===== config.mk =====
export PLATFORM = sky130hd
export DESIGN_NAME = ma_pipeline_flat
export DESIGN_NICKNAME = d
export VERILOG_FILES = /design/src/rtl/ma_pipeline_if.sv /design/src/rtl/ma_pipeline.sv /design/src/flat_wrapper.sv
export SDC_FILE = /design/constraint.sdc
export NUM_CORES = 1
export LEC_CHECK = 0
export ABC_AREA = 1
export BUFFER_PORTS_ARGS = -buffer_cell sky130_fd_sc_hd__buf_2
export CORE_AREA = 2 2 124 126
export CTS_CLUSTER_SIZE = 16
export DETAILED_ROUTE_END_ITERATION = 6
export DIE_AREA = 0 0 126 128
export GPL_TIMING_DRIVEN = 0
export PLACE_DENSITY_LB_ADDON = 0.12
export RECOVER_POWER = 100
export REMOVE_ABC_BUFFERS = 1
export SYNTH_ARGS = -nofsm -noshare
export SYNTH_HDL_FRONTEND = slang
export SYNTH_SLANG_ARGS = --single-unit

===== constraint.sdc =====
create_clock -name clk -period 3.2 [get_ports clk]
set_clock_uncertainty 0.1 [all_clocks]
set_input_delay 0.32 -clock clk [delete_from_list [all_inputs] [get_ports clk]]
set_output_delay 0.32 -clock clk [all_outputs]
set_load 0.05 [all_outputs]

===== src/rtl/ma_pipeline_if.sv =====
// Data-memory bus between the memory-access stage and data memory.
// The stage drives the request side; memory returns rdata/ready.
interface ma_pipeline_if;
  logic        dmem_req;
  logic        dmem_we;
  logic [31:0] dmem_addr;
  logic [3:0]  dmem_be;
  logic [31:0] dmem_wdata;
  logic [31:0] dmem_rdata;
  logic        dmem_ready;

  modport master (
    output dmem_req,
    output dmem_we,
    output dmem_addr,
    output dmem_be,
    output dmem_wdata,
    input  dmem_rdata,
    input  dmem_ready
  );

  modport slave (
    input  dmem_req,
    input  dmem_we,
    input  dmem_addr,
    input  dmem_be,
    input  dmem_wdata,
    output dmem_rdata,
    output dmem_ready
  );
endinterface


===== src/rtl/ma_pipeline.sv =====
// Memory-access pipeline stage: issues loads/stores over a req/ready
// handshake, aligns store data, extends load data, stalls the front end on
// wait states, aborts on misalignment/illegal funct3/timeout, and holds the
// MA/WB register feeding write-back.
module ma_pipeline #(
  parameter int unsigned TIMEOUT = 16
) (
  input  logic        clk,
  input  logic        reset_n,
  input  logic        RegWEn_in,
  input  logic        MemRW_in,
  input  logic [1:0]  WBSel_in,
  input  logic [2:0]  funct3_in,
  input  logic [31:0] ALU_Result_in,
  input  logic [31:0] DataB_in,
  input  logic [31:0] pcPlus4_in,
  input  logic [4:0]  AddrD_in,
  ma_pipeline_if.master dmem,
  output logic        ma_stall,
  output logic        access_fault,
  output logic        RegWEn_out,
  output logic [1:0]  WBSel_out,
  output logic [4:0]  AddrD_out,
  output logic [31:0] ALU_Result_out,
  output logic [31:0] MemData_out,
  output logic [31:0] pcPlus4_out
);

  localparam int unsigned CW = $clog2(TIMEOUT + 1);

  localparam logic IDLE = 1'b0;
  localparam logic BUSY = 1'b1;

  logic          state_q, state_d;
  logic [CW-1:0] cnt_q, cnt_d;

  logic          regwen_q, regwen_d;
  logic [1:0]    wbsel_q, wbsel_d;
  logic [4:0]    addrd_q, addrd_d;
  logic [31:0]   alu_q, alu_d;
  logic [31:0]   mem_q, mem_d;
  logic [31:0]   pc4_q, pc4_d;

  logic          is_load, is_store, mem_op;
  logic          bad_f3, misaligned, bad_op;
  logic          req, fault, capture, take;
  logic [1:0]    a_lo;
  logic [3:0]    be;
  logic [31:0]   wdata;
  logic [7:0]    ld_byte;
  logic [15:0]   ld_half;
  logic [31:0]   ld_ext;

  assign a_lo = ALU_Result_in[1:0];

  // Classify the EX/MA operation and detect accesses that must not be issued.
  always_comb begin
    is_store   = MemRW_in;
    is_load    = RegWEn_in && (WBSel_in == 2'b00) && !MemRW_in;
    mem_op     = is_store || is_load;
    bad_f3     = 1'b0;
    misaligned = 1'b0;
    if (is_store) begin
      bad_f3 = funct3_in[2] || (funct3_in[1:0] == 2'b11);
    end else begin
      bad_f3 = (funct3_in == 3'b011) || (funct3_in == 3'b110) || (funct3_in == 3'b111);
    end
    case (funct3_in[1:0])
      2'b01:   misaligned = a_lo[0];
      2'b10:   misaligned = (a_lo != 2'b00);
      default: misaligned = 1'b0;
    endcase
    bad_op = mem_op && (bad_f3 || misaligned);
  end

  // Lane-align store data and byte enables according to access size.
  always_comb begin
    be    = '0;
    wdata = DataB_in;
    case (funct3_in[1:0])
      2'b00: begin
        be    = 4'b0001 << a_lo;
        wdata = {4{DataB_in[7:0]}};
      end
      2'b01: begin
        be    = 4'b0011 << a_lo;
        wdata = {2{DataB_in[15:0]}};
      end
      2'b10: begin
        be    = 4'b1111;
        wdata = DataB_in;
      end
      default: begin
        be    = '0;
        wdata = DataB_in;
      end
    endcase
  end

  // Select the addressed byte/half of the returned word and extend it.
  always_comb begin
    case (a_lo)
      2'b00:   ld_byte = dmem.dmem_rdata[7:0];
      2'b01:   ld_byte = dmem.dmem_rdata[15:8];
      2'b10:   ld_byte = dmem.dmem_rdata[23:16];
      default: ld_byte = dmem.dmem_rdata[31:24];
    endcase
    ld_half = a_lo[1] ? dmem.dmem_rdata[31:16] : dmem.dmem_rdata[15:0];
    case (funct3_in)
      3'b000:  ld_ext = {{24{ld_byte[7]}}, ld_byte};
      3'b001:  ld_ext = {{16{ld_half[15]}}, ld_half};
      3'b010:  ld_ext = dmem.dmem_rdata;
      3'b100:  ld_ext = {24'd0, ld_byte};
      3'b101:  ld_ext = {16'd0, ld_half};
      default: ld_ext = '0;
    endcase
  end

  // Handshake FSM: issue, wait for ready, abort after TIMEOUT request cycles.
  // The timeout cycle itself drops req and releases the stall so the aborted
  // instruction leaves as a bubble.
  always_comb begin
    state_d = state_q;
    cnt_d   = cnt_q;
    req     = 1'b0;
    fault   = 1'b0;
    capture = 1'b0;
    case (state_q)
      IDLE: begin
        if (bad_op) begin
          fault = 1'b1;
        end else if (mem_op) begin
          req = 1'b1;
          if (dmem.dmem_ready) begin
            capture = 1'b1;
          end else begin
            state_d = BUSY;
            cnt_d   = CW'(1);
          end
        end
      end
      BUSY: begin
        if (cnt_q == CW'(TIMEOUT)) begin
          fault   = 1'b1;
          state_d = IDLE;
          cnt_d   = '0;
        end else begin
          req = 1'b1;
          if (dmem.dmem_ready) begin
            capture = 1'b1;
            state_d = IDLE;
            cnt_d   = '0;
          end else begin
            cnt_d = cnt_q + CW'(1);
          end
        end
      end
      default: begin
        state_d = IDLE;
        cnt_d   = '0;
      end
    endcase
  end

  assign take = capture || ((state_q == IDLE) && !mem_op);

  // MA/WB next state: load on completion or pass-through, otherwise bubble.
  always_comb begin
    regwen_d = 1'b0;
    wbsel_d  = wbsel_q;
    addrd_d  = addrd_q;
    alu_d    = alu_q;
    mem_d    = mem_q;
    pc4_d    = pc4_q;
    if (take) begin
      regwen_d = RegWEn_in;
      wbsel_d  = WBSel_in;
      addrd_d  = AddrD_in;
      alu_d    = ALU_Result_in;
      mem_d    = (capture && is_load) ? ld_ext : '0;
      pc4_d    = pcPlus4_in;
    end
  end

  // FSM and wait counter state.
  always_ff @(posedge clk or negedge reset_n) begin
    if (!reset_n) begin
      state_q <= IDLE;
      cnt_q   <= '0;
    end else begin
      state_q <= state_d;
      cnt_q   <= cnt_d;
    end
  end

  // MA/WB pipeline register.
  always_ff @(posedge clk or negedge reset_n) begin
    if (!reset_n) begin
      regwen_q <= 1'b0;
      wbsel_q  <= '0;
      addrd_q  <= '0;
      alu_q    <= '0;
      mem_q    <= '0;
      pc4_q    <= '0;
    end else begin
      regwen_q <= regwen_d;
      wbsel_q  <= wbsel_d;
      addrd_q  <= addrd_d;
      alu_q    <= alu_d;
      mem_q    <= mem_d;
      pc4_q    <= pc4_d;
    end
  end

  assign dmem.dmem_req   = reset_n && req;
  assign dmem.dmem_we    = reset_n && req && is_store;
  assign dmem.dmem_addr  = {ALU_Result_in[31:2], 2'b00};
  assign dmem.dmem_be    = be;
  assign dmem.dmem_wdata = wdata;

  assign ma_stall     = reset_n && req && !dmem.dmem_ready;
  assign access_fault = reset_n && fault;

  assign RegWEn_out     = regwen_q;
  assign WBSel_out      = wbsel_q;
  assign AddrD_out      = addrd_q;
  assign ALU_Result_out = alu_q;
  assign MemData_out    = mem_q;
  assign pcPlus4_out    = pc4_q;

endmodule


===== src/flat_wrapper.sv =====
// flat-port wrapper written by rule: the top's interface ports become plain ports
module ma_pipeline_flat 
#(
  parameter int unsigned TIMEOUT = 16
)
  (clk, reset_n, RegWEn_in, MemRW_in, WBSel_in, funct3_in, ALU_Result_in, DataB_in, pcPlus4_in, AddrD_in, ma_stall, access_fault, RegWEn_out, WBSel_out, AddrD_out, ALU_Result_out, MemData_out, pcPlus4_out, dmem_dmem_req, dmem_dmem_we, dmem_dmem_addr, dmem_dmem_be, dmem_dmem_wdata, dmem_dmem_rdata, dmem_dmem_ready);
  ma_pipeline_if dmem_i ();
  input  logic clk;
  input  logic reset_n;
  input  logic RegWEn_in;
  input  logic MemRW_in;
  input  logic [1:0] WBSel_in;
  input  logic [2:0] funct3_in;
  input  logic [31:0] ALU_Result_in;
  input  logic [31:0] DataB_in;
  input  logic [31:0] pcPlus4_in;
  input  logic [4:0] AddrD_in;
  output logic ma_stall;
  output logic access_fault;
  output logic RegWEn_out;
  output logic [1:0] WBSel_out;
  output logic [4:0] AddrD_out;
  output logic [31:0] ALU_Result_out;
  output logic [31:0] MemData_out;
  output logic [31:0] pcPlus4_out;
  output wire logic [$bits(dmem_i.dmem_req)-1:0] dmem_dmem_req;
  output wire logic [$bits(dmem_i.dmem_we)-1:0] dmem_dmem_we;
  output wire logic [$bits(dmem_i.dmem_addr)-1:0] dmem_dmem_addr;
  output wire logic [$bits(dmem_i.dmem_be)-1:0] dmem_dmem_be;
  output wire logic [$bits(dmem_i.dmem_wdata)-1:0] dmem_dmem_wdata;
  input wire logic [$bits(dmem_i.dmem_rdata)-1:0] dmem_dmem_rdata;
  input wire logic [$bits(dmem_i.dmem_ready)-1:0] dmem_dmem_ready;
  assign dmem_dmem_req = dmem_i.dmem_req;
  assign dmem_dmem_we = dmem_i.dmem_we;
  assign dmem_dmem_addr = dmem_i.dmem_addr;
  assign dmem_dmem_be = dmem_i.dmem_be;
  assign dmem_dmem_wdata = dmem_i.dmem_wdata;
  assign dmem_i.dmem_rdata = dmem_dmem_rdata;
  assign dmem_i.dmem_ready = dmem_dmem_ready;
  ma_pipeline #(.TIMEOUT(TIMEOUT)) u_core (.clk(clk), .reset_n(reset_n), .RegWEn_in(RegWEn_in), .MemRW_in(MemRW_in), .WBSel_in(WBSel_in), .funct3_in(funct3_in), .ALU_Result_in(ALU_Result_in), .DataB_in(DataB_in), .pcPlus4_in(pcPlus4_in), .AddrD_in(AddrD_in), .dmem(dmem_i), .ma_stall(ma_stall), .access_fault(access_fault), .RegWEn_out(RegWEn_out), .WBSel_out(WBSel_out), .AddrD_out(AddrD_out), .ALU_Result_out(ALU_Result_out), .MemData_out(MemData_out), .pcPlus4_out(pcPlus4_out));
endmodule

# --- Word-level counts from Yosys, hierarchy flattened ---
# Cells that the tools add are included.
word_totals:
  register_bits: 110
  in_bits: 143
  output_inout_bits: 176
  elab_cells: 84
classes:
  add_sub_neg: 1
  n_eq_ne: 16
  shift: 2
  mux: 32
  bitwise: 1
  reduce_logical: 24
ops:
  columns: ["op", "count"]
  rows:
  - ["one-hot mux 32 bit (5 select lines)", 1]
  - ["one-hot mux 32 bit (2 select lines)", 1]
  - ["two-way mux 32 bit", 1]
  - ["two-way mux 5 bit", 5]
  - ["one-hot mux 8 bit (3 select lines)", 1]
  - ["two-way mux 16 bit", 1]
  - ["two-way mux 1 bit", 15]
  - ["== test 3 bit, second input constant", 4]
  - ["one-hot mux 4 bit (3 select lines)", 1]
  - ["one-hot mux 1 bit (2 select lines)", 5]
  - ["one-hot mux 5 bit (2 select lines)", 1]
  - ["logical AND 1 bit", 9]
  - ["== test 2 bit, second input constant", 3]
  - ["== test 3 x 2 -> 1 bit, second input constant", 2]
  - ["logical NOT 2 bit", 3]
  - ["logical OR 1 bit", 6]
  - ["adder 5 x 1 -> 5 bit, second input constant", 1]
  - ["== test 5 bit, second input constant", 1]
  - ["== test 2 x 1 -> 1 bit, second input constant", 2]
  - ["!= test 2 bit, second input constant", 2]
  - ["left shift 1 x 2 -> 4 bit, first input constant", 1]
  - ["left shift 2 x 2 -> 4 bit, first input constant", 1]
  - ["== test 3 x 1 -> 1 bit, second input constant", 1]
  - ["logical NOT 1 bit", 3]
  - ["5 further kinds", 5]

# --- Logic depth before layout (Yosys ltp) ---
depth:
  ltp_word: 10
  depth_mapped: 12
  depth_no_buf: 11

# --- Worst setup path after synthesis ---
# OpenSTA, ideal clock, no wires.
synth_timing:
  path_kind: "input-to-output"
  from: "input port funct3_in[0]"
  to: "output port dmem_dmem_wdata[21]"
  arrival_ns: 2.267
  t_required_ns: 2.780
  slack_ns: 0.513
  path_stages: 6
  path_buffers: 2
  cell_sequence: "inv_1 ha_1 clkbuf_1 nor2_1 clkbuf_1 o21ai_0"
synth_between:
  elab_chain_cells: 2
  word_cells_on_any_way: 3
  cone_classes: "eq/ne (1); mux (1); reduce/logical (1)"
synth_lines:
  columns: ["element", "line", "text"]
  rows:
  - ["start: declaration", "flat_wrapper.sv:13", "input logic [2:0] funct3_in;"]
  - ["== test 2 x 1 -> 1 bit or logical NOT 2 bit (tied branches)", "ma_pipeline.sv:80", "case (funct3_in[1:0])"]
  - ["one-hot mux 32 bit (2 select lines) (*)", "ma_pipeline.sv:80", null]
  - ["end: declaration", "flat_wrapper.sv:30", "output wire logic [$bits(dmem_i.dmem_wdata)-1:0] dmem_dmem_wdata;"]
# Every way passes the cells marked *; elsewhere a longest branch is shown, timed or not.

# --- Worst setup path in the final report ---
layout_timing:
  from: "input port ALU_Result_in[1]"
  to: "output port ma_stall"
layout_between:
  elab_chain_cells: 8
layout_lines:
  columns: ["element", "line", "text"]
  rows:
  - ["start: declaration", "flat_wrapper.sv:14", "input logic [31:0] ALU_Result_in;"]
  - ["nonzero test 2 bit", "ma_pipeline.sv:70", "2'b10: misaligned = (a_lo != 2'b00);"]
  - ["one-hot mux 1 bit (2 select lines)", "ma_pipeline.sv:68", "case (funct3_in[1:0])"]
  - ["logical OR 1 bit", "ma_pipeline.sv:73", "bad_op = mem_op && (bad_f3 || misaligned);"]
  - ["logical AND 1 bit", "ma_pipeline.sv:73", null]
  - ["two-way mux 1 bit", "ma_pipeline.sv:130", "if (bad_op) begin"]
  - ["one-hot mux 1 bit (2 select lines)", "ma_pipeline.sv:128", "case (state_q)"]
  - ["logical AND 1 bit (2 in a row)", "ma_pipeline.sv:221", "assign ma_stall = reset_n && req && !dmem.dmem_ready;"]
  - ["end: declaration", "flat_wrapper.sv:18", "output logic ma_stall;"]
# No other way between the ends.

==> impl_metrics.toml <==
[run_status]
outcome = "completed"

[clocking]
cts_root_buf = "clkbuf_16"
h-tree-depth = 3
clock_latency_ps = 350
cts_buffer_depth = 2
clock-sinks = 110
clkTransAtPathRegs_ps = 70
cts_inserted_buffers = 9
tritoncts = "done"

[cells_and_area]
drive_gt1_share_pct = 19.7
areaGrowthSynthToFinish_pct = 22.0
stdcell_count = 1281
utilization_pct = 53.0
antennaDiodeCount = 0
fin_nets = 1238
design_area_um2 = 7880

[synth]
yosysWarnings = 0
avgSynthCellArea_um2 = 7.61
ys_seq_elements = 110
synthDistinctLibCells = 29
synth_seq_area_share_pct = 42.6
syn_inst = 849
synth_area_um2 = 6460

[power_and_ir_drop]
power_leakage_nw = 4.23
p_per_area_nw_per_um2 = 598
ir_drop_v = 0.000271
fin_total_pwr_mw = 4.71

[drt]
drt-wirelength-per-cell_um = 15.9
drc = 0
dr.pass1.iters = 5
drtIter0Drc = 394
num_vias = 6503
vias_per_cell = 5.08
wl_um = 20400
ant_nets = 0

[placed_design]
hpwl_um = 14300
place_area_um2 = 7800
pre_cts_ws_ps = -715
dpl.cell_count = 1264
gp_congestion = 0.820
io_buffers = 316

[critical_path]
rrSetupSlack_ps = 650
crit_start = "ALU_Result_in[1]"
crit_slowest_cell = "o21ai_4"
crit_chain = "buf_2, inv_2, nand2_1, nand3_1, nand2_1, o21ai_4, nand2_1, nor2_1, clkbuf_2"
critical_path_class = "in -> out"
reg2reg_from = "u_core.cnt_q[0]"
cp_top_family = "buffers and inverters"
slowest_delay_ps = 500
worstPathArrival_ps = 2490
critPathRequiredTime_ps = 2780
crit_top_cell = "nand2_1"
crit_path_end_kind = "primary output"
r2r_cells = 9
cp_max_fo = 20
start_kind = "input pin"
cp_num_buf_inv = 3
r2r_end = "u_core.ALU_Result_out[7]"
endpoint = "ma_stall"
crit_cells = 9

[sta]
tightestPinTransition_ps = 1360
rsz0062_at_grt = "no"
whs_ps = 61.3
fin_crit_ps = 2910
period_share_pct = 91.1
setup_viol = 0
maxSlewHeadroom_pct = 8.59
setup_slack_ps = 286
max_freq_ghz = 0.343
report.final.slew_viol_count = 0
tns_ps = 0
hold_viol_final = 0

[grt]
antenna_found_initial = 0
grt_max_degree = 72
grt_usage_pct = 24.5
grt_pass1_wl_um = 31600
grt.overflow.total = 0
grt_pass1_vias = 6054

[job]
drv_cap = 0

[floorplanning]
fp-row-count = 45
start_util_pct = 43.5
fp.coreArea_um2 = 14900
die_width_um = 126
dieArea_um2 = 16100
ioPinCount = 319
die_h_um = 128

[worst_hold_path]
whs_path_depth = 3
hold_path_class = "in -> reg"
## logic make-up after synthesis
kind of cell	share of synthesized area, %
AO/OA/AOI/OAI	6.06
XOR/XNOR	0.407
adder cells (fa/ha/maj)	1.16
buffers and inverters	12.5
flip-flops	42.6
other	0.0581
AND/OR/NAND/NOR	37.2
## routing by layer
layer / routed length [µm] / part of all wire [%] / GRT usage (%)
met3: 1200 / 5.9 / 3.21
met1: 8460 / 41 / 31.0
met4: 442 / 2.2 / 8.47
met2: 10300 / 50 / 43.5
met5: 0 / 0 / 0
## what timing repair did
action / in CTS / in global routing
cloned: 0 / 1
setup endpoints to repair: 74 / 74
hold buffers: 1 / 0
endpoints found under the hold margin: 49 / 0
buffers inserted: 0 / 0
pin swaps: 0 / 1
gates resized for setup: 2 / 2
## cell usage after synthesis (all sizes together)
master	instances	area, µm²
o31ai	2	15.0
o21ai	36	184
a21oi	27	135
a21boi	1	7.51
o22ai	8	50.1
inv	50	188
nand2	305	1150
xor2	2	17.5
ha	6	75.1
dfrtp	110	2750
conb	1	3.75
buf	77	554
nand3	135	893
and3	1	6.26
nand4	33	213
xnor2	1	8.76
nor2	36	138
clkbuf	18	67.6
## worst min-delay path: stages
cell and delay [ps]:
buf_2 70, nand2_1 40, nand2_1 40
## power by group
group / switching (mW) / internal, mW / total (mW) / leakage [nW]
clock: 0.520 / 0.531 / 1.05 / 0.120
sequential: 0.124 / 1.59 / 1.72 / 1.40
combinational: 1.56 / 0.382 / 1.95 / 2.71
## worst min-delay path by stage
stage                               start                  endpoint  slack [ps]
finish                     pcPlus4_in[28]    u_core.pcPlus4_out[28]          60
global route               pcPlus4_in[20]    u_core.pcPlus4_out[20]          70
CTS                        pcPlus4_in[28]    u_core.pcPlus4_out[28]          40
detailed placement                reset_n    u_core.MemData_out[13]         190
global placement    u_core.MemData_out[4]     u_core.MemData_out[4]         380
floorplan                         reset_n  u_core.ALU_Result_out[0]         -80
## registers in the layout (all words and copies together) (netlist names)
register,count
u_core.AddrD_out,5
u_core.RegWEn_out,1
u_core.MemData_out,32
u_core.pcPlus4_out,32
u_core.cnt_q,5
u_core.state_q,1
u_core.WBSel_out,2
u_core.ALU_Result_out,32
## placed cells by master, fill, tap and decap left out, types with 2 or more instances in the layout
cell	Yosys	layout
o21ai_0	35	35
clkbuf_16	0	9
clkbuf_2	0	3
o31ai_1	2	2
buf_16	0	4
dfrtp_1	110	110
nand3_2	41	39
clkinvlp_4	0	3
nand3_1	93	95
inv_2	3	2
buf_2	23	142
nor2_1	35	32
o22ai_1	8	8
xor2_1	2	2
ha_1	6	5
nand2_1	303	304
clkbuf_1	18	172
a21oi_1	27	27
nor2_2	1	4
conb_1	1	2
inv_1	47	47
nand4_1	32	32
## cell type report
cell class	count	area (µm²)
Tap cell	188	235
Fill cell	1569	6990
Clock buffer	11	233
Sequential cell	110	2750
Clock inverter	4	33.8
Multi-Input combinational cell	596	2920
Inverter	50	190
Timing Repair Buffer	322	1510
Power figures use the tool's default switching activity.
